$ cat src/rtl/cav_lock_pkg.sv
// Shared definitions for the cavity lock sequencer: state encoding, counter widths
// and a saturating increment for the relock event counter.
package cav_lock_pkg;

    typedef enum logic [1:0] {
        IDLE   = 2'd0,
        SWEEP  = 2'd1,
        ENGAGE = 2'd2,
        LOCKED = 2'd3
    } state_t;

    localparam int CNT_W    = 32;
    localparam int RELOCK_W = 8;
    localparam int DIV_W    = 16;

    localparam logic [RELOCK_W-1:0] RELOCK_MAX = '1;

    function automatic logic [RELOCK_W-1:0] sat_inc(input logic [RELOCK_W-1:0] v);
        return (v == RELOCK_MAX) ? v : v + 1'b1;
    endfunction

endpackage

$ cat src/rtl/tri_ramp.sv
// Triangle sweep generator: moves value by step every (div+1) enabled cycles,
// bouncing between lo and hi. The prescaler clears whenever run is low, so each
// new run restarts its timing while value and direction are kept.
module tri_ramp
    import cav_lock_pkg::*;
#(
    parameter int W = 25
) (
    input  logic                clk,
    input  logic                rst_n,
    input  logic                run,
    input  logic [DIV_W-1:0]    step,
    input  logic [DIV_W-1:0]    div,
    input  logic signed [W-1:0] lo,
    input  logic signed [W-1:0] hi,
    output logic signed [W-1:0] value,
    output logic                direction
);

    logic [DIV_W-1:0]  presc;
    logic signed [W:0] step_w;
    logic signed [W:0] lo_w;
    logic signed [W:0] hi_w;
    logic signed [W:0] val_w;
    logic signed [W:0] sum;
    logic signed [W:0] next_val;
    logic              next_dir;

    // One extra bit of headroom so the step cannot wrap before clamping.
    assign step_w = signed'({{(W+1-DIV_W){1'b0}}, step});
    assign lo_w   = {lo[W-1], lo};
    assign hi_w   = {hi[W-1], hi};
    assign val_w  = {value[W-1], value};

    // Candidate next ramp point with clamping and reversal at the limits.
    always_comb begin
        next_val = val_w;
        next_dir = direction;
        sum      = '0;
        if (direction) begin
            sum = val_w + step_w;
            if (sum >= hi_w) begin
                next_val = hi_w;
                next_dir = 1'b0;
            end else begin
                next_val = sum;
            end
        end else begin
            sum = val_w - step_w;
            if (sum <= lo_w) begin
                next_val = lo_w;
                next_dir = 1'b1;
            end else begin
                next_val = sum;
            end
        end
    end

    // Prescaler and ramp registers; a degenerate window pins value to lo.
    always_ff @(posedge clk or negedge rst_n) begin
        if (!rst_n) begin
            presc     <= '0;
            value     <= '0;
            direction <= 1'b1;
        end else if (!run) begin
            presc <= '0;
        end else if (lo >= hi) begin
            presc <= '0;
            value <= lo;
        end else if (presc == div) begin
            presc     <= '0;
            value     <= next_val[W-1:0];
            direction <= next_dir;
        end else begin
            presc <= presc + 1'b1;
        end
    end

endmodule

$ cat src/rtl/cav_lock_seq.sv
// Cavity lock acquisition sequencer: sweeps the actuator until transmission
// appears, engages the servo, declares lock after a settle period and falls back
// to sweeping on sustained transmission loss or a railed servo output.
module cav_lock_seq
    import cav_lock_pkg::*;
#(
    parameter int FILTER_IO_SIZE = 25,
    parameter int SETTLE_CYC     = 1000,
    parameter int LOST_CYC       = 100
) (
    input  logic                             clk,
    input  logic                             rst_n,
    input  logic                             en,
    input  logic signed [FILTER_IO_SIZE-1:0] trans,
    input  logic signed [FILTER_IO_SIZE-1:0] thr_lock,
    input  logic signed [FILTER_IO_SIZE-1:0] thr_lost,
    input  logic signed [FILTER_IO_SIZE-1:0] sweep_LL,
    input  logic signed [FILTER_IO_SIZE-1:0] sweep_UL,
    input  logic [DIV_W-1:0]                 sweep_step,
    input  logic [DIV_W-1:0]                 sweep_div,
    input  logic signed [FILTER_IO_SIZE-1:0] LL,
    input  logic signed [FILTER_IO_SIZE-1:0] UL,
    input  logic signed [FILTER_IO_SIZE-1:0] pid_out,
    output logic                             pid_on,
    output logic                             pid_hld,
    output logic signed [FILTER_IO_SIZE-1:0] sweep_out,
    output logic                             locked,
    output logic [1:0]                       state,
    output logic [RELOCK_W-1:0]              relock_cnt
);

    state_t            cur;
    state_t            nxt;
    logic [CNT_W-1:0]  settle_cnt;
    logic [CNT_W-1:0]  loss_cnt;
    logic              rail_seen;
    logic              low;
    logic              rail;
    logic              loss_trip;
    logic              rail_trip;
    logic              relock_evt;
    logic              ramp_dir;

    assign low        = (trans < thr_lost);
    assign rail       = (pid_out >= UL) || (pid_out <= LL);
    assign loss_trip  = low && (loss_cnt == CNT_W'(LOST_CYC - 1));
    assign rail_trip  = rail && rail_seen;
    // Loss and rail tripping on the same cycle are one event.
    assign relock_evt = en && (cur == LOCKED) && (loss_trip || rail_trip);
    assign state      = cur;

    tri_ramp #(.W(FILTER_IO_SIZE)) u_ramp (
        .clk       (clk),
        .rst_n     (rst_n),
        .run       (cur == SWEEP),
        .step      (sweep_step),
        .div       (sweep_div),
        .lo        (sweep_LL),
        .hi        (sweep_UL),
        .value     (sweep_out),
        .direction (ramp_dir)
    );

    // State register.
    always_ff @(posedge clk or negedge rst_n) begin
        if (!rst_n) cur <= IDLE;
        else        cur <= nxt;
    end

    // Next-state logic; disabling overrides every other transition.
    always_comb begin
        nxt = cur;
        case (cur)
            IDLE:    if (en) nxt = SWEEP;
            SWEEP:   if (trans >= thr_lock) nxt = ENGAGE;
            ENGAGE:  if (low) nxt = SWEEP;
                     else if (settle_cnt == CNT_W'(SETTLE_CYC - 1)) nxt = LOCKED;
            LOCKED:  if (relock_evt) nxt = SWEEP;
            default: nxt = IDLE;
        endcase
        if (!en) nxt = IDLE;
    end

    // Counters and registered outputs, all derived from the upcoming state.
    always_ff @(posedge clk or negedge rst_n) begin
        if (!rst_n) begin
            settle_cnt <= '0;
            loss_cnt   <= '0;
            rail_seen  <= 1'b0;
            relock_cnt <= '0;
            pid_on     <= 1'b0;
            pid_hld    <= 1'b0;
            locked     <= 1'b0;
        end else begin
            settle_cnt <= (cur == ENGAGE && nxt == ENGAGE) ? settle_cnt + 1'b1 : '0;
            loss_cnt   <= (cur == LOCKED && nxt == LOCKED && low) ? loss_cnt + 1'b1 : '0;
            rail_seen  <= (cur == LOCKED) && (nxt == LOCKED) && rail;
            if (relock_evt) relock_cnt <= sat_inc(relock_cnt);
            pid_on     <= (nxt == ENGAGE) || (nxt == LOCKED);
            pid_hld    <= (cur == LOCKED) && (nxt == LOCKED) && low;
            locked     <= (nxt == LOCKED);
        end
    end

    logic unused_dir;
    assign unused_dir = ramp_dir;

endmodule

$ cat config.mk
export PLATFORM = sky130hd
export DESIGN_NAME = cav_lock_seq
export DESIGN_NICKNAME = d
export VERILOG_FILES = /design/src/rtl/cav_lock_pkg.sv /design/src/rtl/tri_ramp.sv /design/src/rtl/cav_lock_seq.sv
export SDC_FILE = /design/constraint.sdc
export NUM_CORES = 1
export LEC_CHECK = 0
export CAP_MARGIN = 25
export CELL_PAD_IN_SITES_DETAIL_PLACEMENT = 0
export CELL_PAD_IN_SITES_GLOBAL_PLACEMENT = 1
export CORE_MARGIN = 5
export CORE_UTILIZATION = 36
export CTS_BUF_LIST = sky130_fd_sc_hd__clkbuf_2 sky130_fd_sc_hd__clkbuf_4 sky130_fd_sc_hd__clkbuf_8
export DETAILED_ROUTE_END_ITERATION = 8
export GPL_TIMING_DRIVEN = 0
export PLACE_DENSITY = 0.84
export SKIP_LAST_GASP = 1
export SLEW_MARGIN = 20
export SYNTH_ARGS = -nofsm -noshare
export SYNTH_HDL_FRONTEND = slang
export SYNTH_SLANG_ARGS = --single-unit
$ cat constraint.sdc
create_clock -name clk -period 5.1 [get_ports clk]
set_clock_uncertainty 0.05 [all_clocks]
set_input_delay 1.02 -clock clk [delete_from_list [all_inputs] [get_ports clk]]
set_output_delay 1.02 -clock clk [all_outputs]
set_load 0.005 [all_outputs]
* After elaboration in Yosys (flattened, before gate mapping)
Cells that the tools add are included.
** Cells by class
- Reduce and logical (&&, ||, !) cells :: 16
- Divide/modulo/power cells :: 0
- Bitwise operators :: 2
- Multiply operators :: 0
- Shift operators :: 0
- Multiplexer cells :: 19
- Equal/unequal tests :: 9
- Magnitude comparators :: 7
- Add/sub/neg operators :: 6
** Operators with widths (number)
- 2-to-1 mux 25 bit :: 5
- greater-or-equal comparator 25 bit :: 3
- adder 32 x 1 -> 32 bit (second input constant) :: 2
- 2-to-1 mux 32 bit :: 2
- 2-to-1 mux 16 bit :: 3
- == test 32 x 10 -> 1 bit (second input constant) :: 1
- == test 32 x 7 -> 1 bit (second input constant) :: 1
- adder 25 x 17 -> 26 bit :: 1
- greater-or-equal comparator 26 x 25 -> 1 bit :: 1
- less-or-equal comparator 26 x 25 -> 1 bit :: 1
- subtractor 25 x 17 -> 26 bit :: 1
- less-or-equal comparator 25 bit :: 1
- less-than comparator 25 bit :: 1
- adder 16 x 1 -> 16 bit (second input constant) :: 1
- == test 16 bit :: 1
- 2-to-1 mux 2 bit :: 5
- adder 8 x 1 -> 8 bit (second input constant) :: 1
- == test 2 bit (second input constant) :: 4
- == test 8 bit (second input constant) :: 1
- logical AND 1 bit :: 8
- case mux 2 bit (4 select lines) :: 1
- AND reduction 2 bit :: 2
- logical OR 1 bit :: 3
- 2-to-1 mux 1 bit :: 3
- other kinds (5) :: 6
** Storage, ports and cells
- Output and inout port bits :: 38
- Memories kept :: 0
- Memory bits (read-only) :: 0
- Flip-flop bits (word level) :: 120
- RAM bits :: 0
- Bits in latches :: 0

* Longest topological paths before layout
Gate-level depths: netlist (run 1).
- Word-level depth :: 12
- Depth in mapped cells :: 23
- Depth with buffers taken out :: 21

* Modules after synthesis
A second synthesis (run 1) with hierarchy kept.
** Second synthesis, totals
- Cells, all modules :: 1564
- Area total of the unflattened synthesis :: 12762.2 um^2
** By module, submodules not included
- tri_ramp :: area an instance 6384.9 um^2, cells each 824, times used 1
- cav_lock_seq :: area an instance 6377.4 um^2, cells each 740, times used 1

* Worst setup path after synthesis (run 1)
No wires, ideal clock.
- Kind :: input port to flip-flop
- Start point :: input port sweep_step[2]
- End point :: register u_ramp.value[21]
- Path slack :: -0.516 ns
- Arrival time :: 5.421 ns
- Stages on the path :: 21
- Cells stage by stage :: inv_1 > ha_1 > buf_6 > nor2b_4 > o31ai_2 > a21oi_2 > a2bb2oi_2 > o41ai_4 > o21ai_2 > or4_4 > xnor2_1 > ha_1 > nand4_1 > or4_4 > o2111a_1 > or3_1 > a211o_1 > buf_6 > buf_6 > o221ai_1 > a32oi_1
** Between the ends
- Cells in the longest elaborated chain, start to end :: 6
** Ends and longest elaborated chain
- from (decl) :: RTL line cav_lock_seq.sv:19 : input logic [DIV_W-1:0] sweep_step,
- subtractor 25 x 17 -> 26 bit or adder 25 x 17 -> 26 bit (tied branches) :: RTL line tri_ramp.sv:49, tri_ramp.sv:41
- less-or-equal comparator 26 x 25 -> 1 bit or greater-or-equal comparator 26 x 25 -> 1 bit (tied branches) :: RTL line tri_ramp.sv:50, tri_ramp.sv:42
- 2-to-1 mux 25 bit, on equally long branches :: RTL line tri_ramp.sv:50, tri_ramp.sv:42
- 2-to-1 mux 25 bit * :: RTL line tri_ramp.sv:40 : if (direction) begin
- 2-to-1 mux 25 bit * :: RTL line tri_ramp.sv:70 : end else if (presc == div) begin
- 2-to-1 mux 25 bit * :: RTL line tri_ramp.sv:67 : end else if (lo >= hi) begin
- to (signal assigned) :: RTL line tri_ramp.sv:69 : value <= lo;
- to (signal assigned) :: RTL line tri_ramp.sv:72 : value <= next_val[W-1:0];
- to (decl) :: RTL line tri_ramp.sv:16 : output logic signed [W-1:0] value,
Mark *: on every way between the ends. The rest lies on a longest branch, timed or not. The select of a mux whose other input is x is not followed.
A chain may end at the register's enable or synchronous reset.

* Worst setup path in the final report (run 1)
- Start point :: input port sweep_step[0]
- End point :: register u_ramp.value[16]
Same word-level chain as after synthesis.

==> flow_summary.json, run 1 <==
{
  "run_status": "finished with violations",
  "failed_checks": "negative setup slack",
  "crit_arrival_ns": 5.65,
  "syn-cell-area_um2": 13000,
  "area_growth_syn_to_layout_pct": 42.1,
  "gp_congestion": 0.933,
  "synthesis.nets": 2057,
  "htree_levels": 4,
  "cts_root_buffer": "sky130_fd_sc_hd__clkbuf_8",
  "drive_gt1_share_pct": 14.9,
  "dieArea_um2": 39900,
  "cp_num_cells": 21,
  "grt_usage_pct": 21.4,
  "largest_cells_by_area_after_synthesis": "sky130_fd_sc_hd__dfrtp_1 23%, sky130_fd_sc_hd__ha_1 20%, sky130_fd_sc_hd__inv_1 6.2%",
  "numCtsBuffers": 17,
  "number_of_antenna_violations_at_the_first_check_in_global_routing": 3,
  "detail-route-antenna-nets": 0,
  "cts-hold-fix-buffers": 0,
  "max_slew.worst_pin.slew_ns": 0.831,
  "setup.worst_path.class": "in2reg",
  "yosys.cell_types.count": 89,
  "place_worst_setup_slack_ns": -2.48,
  "worst_r2r_path_depth": 21,
  "fmaxAchievable_mhz": 186,
  "ys_async_sr_fraction_pct": 100,
  "critical_path.endpoint_type": "flop",
  "stdcell_count": 2453,
  "worst_ir_drop_vdd_uv": 295,
  "synth_area_per_cell_um2": 8.06,
  "maxSlewHeadroom_pct": 44.1,
  "fillers": 3345,
  "drc_errors": 0,
  "yosysTopAreaCell": "sky130_fd_sc_hd__dfrtp_1",
  "via_count_of_the_routed_design": 13200,
  "cap_violations": 0,
  "utilization_pct": 51.8,
  "grt_max_degree": 80,
  "hpwl_mm": 35.0,
  "timing.critical_path.from_type": "primary input",
  "p_leak_nw": 8.22,
  "postSynthRegisterBits": 120,
  "synth_top_area_share_pct": 23.0,
  "final_report_hold_violation_count": 0,
  "core-area_um2": 35600,
  "layout_min_cycle_time_ns": 5.39,
  "drtIter0Drc": 780,
  "placement_rows": 69,
  "yosysMostFrequentCell": "sky130_fd_sc_hd__inv_1",
  "antenna_cells": 0,
  "cells_traversed_along_the_worst_timing_path": "buf_8, ha_4, fa_2, nor2b_4, o31ai_4, a21oi_4, a2bb2oi_4, o41ai_4, o21ai_4, or4_4, xnor2_2, ha_1, nand4_1, or4_4, o2111a_1, or3_4, a211o_1, buf_6, buf_12, o32ai_4, a211oi_2",
  "cts.reportedPaths.clkPinSlew_ns": 0.09,
  "period_utilization_post_route_pct": 106,
  "dr.pass1.iters": 6,
  "die-width_um": 200,
  "power_density_nw_per_um2": 407,
  "worst_hold_path_type": "in2async",
  "cp_max_fo": 5,
  "grt_pass1_wl_mm": 68.5,
  "first_global_vias": 13100,
  "synth-main-ff-cell": "sky130_fd_sc_hd__dfrtp_1",
  "nets": 2428,
  "critical_path.top_delay_family": "compound AO/OA/AOI/OAI gates",
  "floorplan.io_pins": 273,
  "portBuffers": 272,
  "start_util_pct": 36.4,
  "synth_commonest_cells": "214 x sky130_fd_sc_hd__inv_1, 212 x sky130_fd_sc_hd__ha_1, 193 x sky130_fd_sc_hd__nor2_1",
  "critical-path-slowest-cell": "sky130_fd_sc_hd__or4_4",
  "die_height_um": 200,
  "buffer_and_inverter_count_on_the_worst_path": 3,
  "report.final.slew_viol_count": 0,
  "synth_enable_flop_cells": 0,
  "finalWorstSetupSlack_ns": -0.289,
  "ys_warn_count": 0,
  "worstPathRequired_ns": 5.36,
  "cts_sinks": 120,
  "wirelength_mm": 45.2,
  "clock_tree.buffer_depth": 2,
  "synthesized_instance_count": 1608,
  "setup_viol_count_final": 25,
  "tritoncts_clock_tree": "done",
  "vias_per_cell": 5.37,
  "insertion_delay_ns": 0.46,
  "grt_setup_unrepaired": "true",
  "globalRoute.totalOverflow": 0,
  "cpPeakStageDelay_ns": 0.51,
  "crit_path_frequent_cell": "sky130_fd_sc_hd__or4_4",
  "ys_seq_area_share_pct": 23.2,
  "post_drt_wl_per_cell_um": 18.4,
  "place_inst": 2342
}
==> power by group <==
part	internal, mW	leakage (nW)	switching (mW)
sequential	1.05	1.62	0.136
combinational	2.51	6.39	2.86
clock	0.416	0.206	0.509
total	3.98	8.22	3.50
==> final cells by class <==
cell class | count | area (um^2) | share of cell area (%)
multi-input cells | 1235 | 9860 | 53.6
repair buffers | 358 | 3510 | 19.1
flip-flops and latches | 120 | 3000 | 16.3
inverters | 214 | 821 | 4.46
well taps | 461 | 577 | 3.13
clock buffers | 17 | 234 | 1.27
plain buffers | 33 | 229 | 1.24
clock inverters | 15 | 176 | 0.958
==> cells by family after synthesis <==
group                      Yosys count  share of synthesized area (%)
muxes                               11                          0.927
buffers and inverters              253                           7.62
DFF                                120                           23.2
adders and majority gates          214                           20.8
AOI/OAI and AO/OA                  313                           17.2
xor gates and xnor gates           134                           9.05
and+or+nand+nor                    563                           21.3
==> final timing paths <==
| path | to | start | slack [ns] |
|---|---|---|---|
| max reg2reg | u_ramp.value[16] | u_ramp.value[0] | -0.22 |
| min | settle_cnt[15] | rst_n | 0.42 |
| max in group asynchronous | u_ramp.direction | rst_n | 3.80 |
| min reg2reg | settle_cnt[0] | settle_cnt[0] | 0.45 |
| max | u_ramp.value[16] | sweep_step[0] | -0.29 |
| min in group clk | settle_cnt[0] | settle_cnt[0] | 0.45 |
==> per-layer routing <==
| metal | wire [um] | global-route usage, % | part of all wire [%] |
|---|---|---|---|
| met1 | 19300 | 27.7 | 43 |
| met2 | 22100 | 36.9 | 49 |
| met3 | 2590 | 3.86 | 5.7 |
| met4 | 1240 | 5.91 | 2.7 |
| met5 | 50 | 0 | 0.11 |
==> timing repair <==
action | 4_1_cts | 5_1_grt
pin swaps | 52 | 69
setup buffers | 56 | 29
endpoints found under the setup margin | 26 | 26
endpoints found under the hold margin | 0 | 0
gates resized for setup | 144 | 100
gates cloned | 2 | 1
==> metrics by stage <==
stage / instance area, um^2 / total power, mW / setup TNS, ns / hold slack [ns]
after detailed placement: 16400 / 5.11 / -57.00 / 0.435
after floorplan: 13000 / 3.78 / -8.09 / 0.398
after CTS: 17800 / 6.86 / -5.11 / 0.431
after global routing: 18400 / 7.98 / -6.92 / 0.430
final: 18400 / 7.49 / -5.11 / 0.419
after global placement: 16300 / 5.06 / -290.14 / 0.418
==> cell usage in the layout (no fill, tap or decap), types with 7 or more instances in the layout <==
cell / n
sky130_fd_sc_hd__nor4_1: 20
sky130_fd_sc_hd__dfrtp_1: 119
sky130_fd_sc_hd__o21bai_1: 8
sky130_fd_sc_hd__buf_4: 68
sky130_fd_sc_hd__a21o_1: 30
sky130_fd_sc_hd__xnor2_1: 79
sky130_fd_sc_hd__o22ai_2: 7
sky130_fd_sc_hd__o31ai_1: 11
sky130_fd_sc_hd__a21oi_1: 56
sky130_fd_sc_hd__nor2_1: 183
sky130_fd_sc_hd__nand4_1: 48
sky130_fd_sc_hd__nand2_1: 111
sky130_fd_sc_hd__ha_4: 15
sky130_fd_sc_hd__clkbuf_8: 17
sky130_fd_sc_hd__nand2b_1: 12
sky130_fd_sc_hd__o21ai_0: 38
sky130_fd_sc_hd__ha_1: 195
sky130_fd_sc_hd__xor2_1: 50
sky130_fd_sc_hd__a31oi_1: 7
sky130_fd_sc_hd__nor3_1: 32
sky130_fd_sc_hd__nor2b_1: 16
sky130_fd_sc_hd__a211oi_1: 13
sky130_fd_sc_hd__clkbuf_1: 16
sky130_fd_sc_hd__o21ai_1: 15
sky130_fd_sc_hd__mux2_2: 7
sky130_fd_sc_hd__inv_1: 199
sky130_fd_sc_hd__nand3_1: 48
sky130_fd_sc_hd__o211ai_1: 14
sky130_fd_sc_hd__clkdlybuf4s50_1: 258
sky130_fd_sc_hd__inv_2: 9
sky130_fd_sc_hd__buf_6: 19
sky130_fd_sc_hd__buf_2: 7
sky130_fd_sc_hd__and3_1: 23
sky130_fd_sc_hd__o21a_1: 14
==> state kept, by name, indices dropped and copies added (netlist names) <==
name / count
state: 2
rail_seen: 1
pid_hld: 1
u_ramp.direction: 1
pid_on: 1
settle_cnt: 32
u_ramp.presc: 16
relock_cnt: 8
locked: 1
u_ramp.value: 25
loss_cnt: 32
No activity file was read; power rests on OpenSTA's default activity.
==> run 2, diff against run 1 <==
- ABC_AREA: not set -> 0
==> results of run 2 <==
The final DEF is identical to that of run 1; final timing and power are the same.
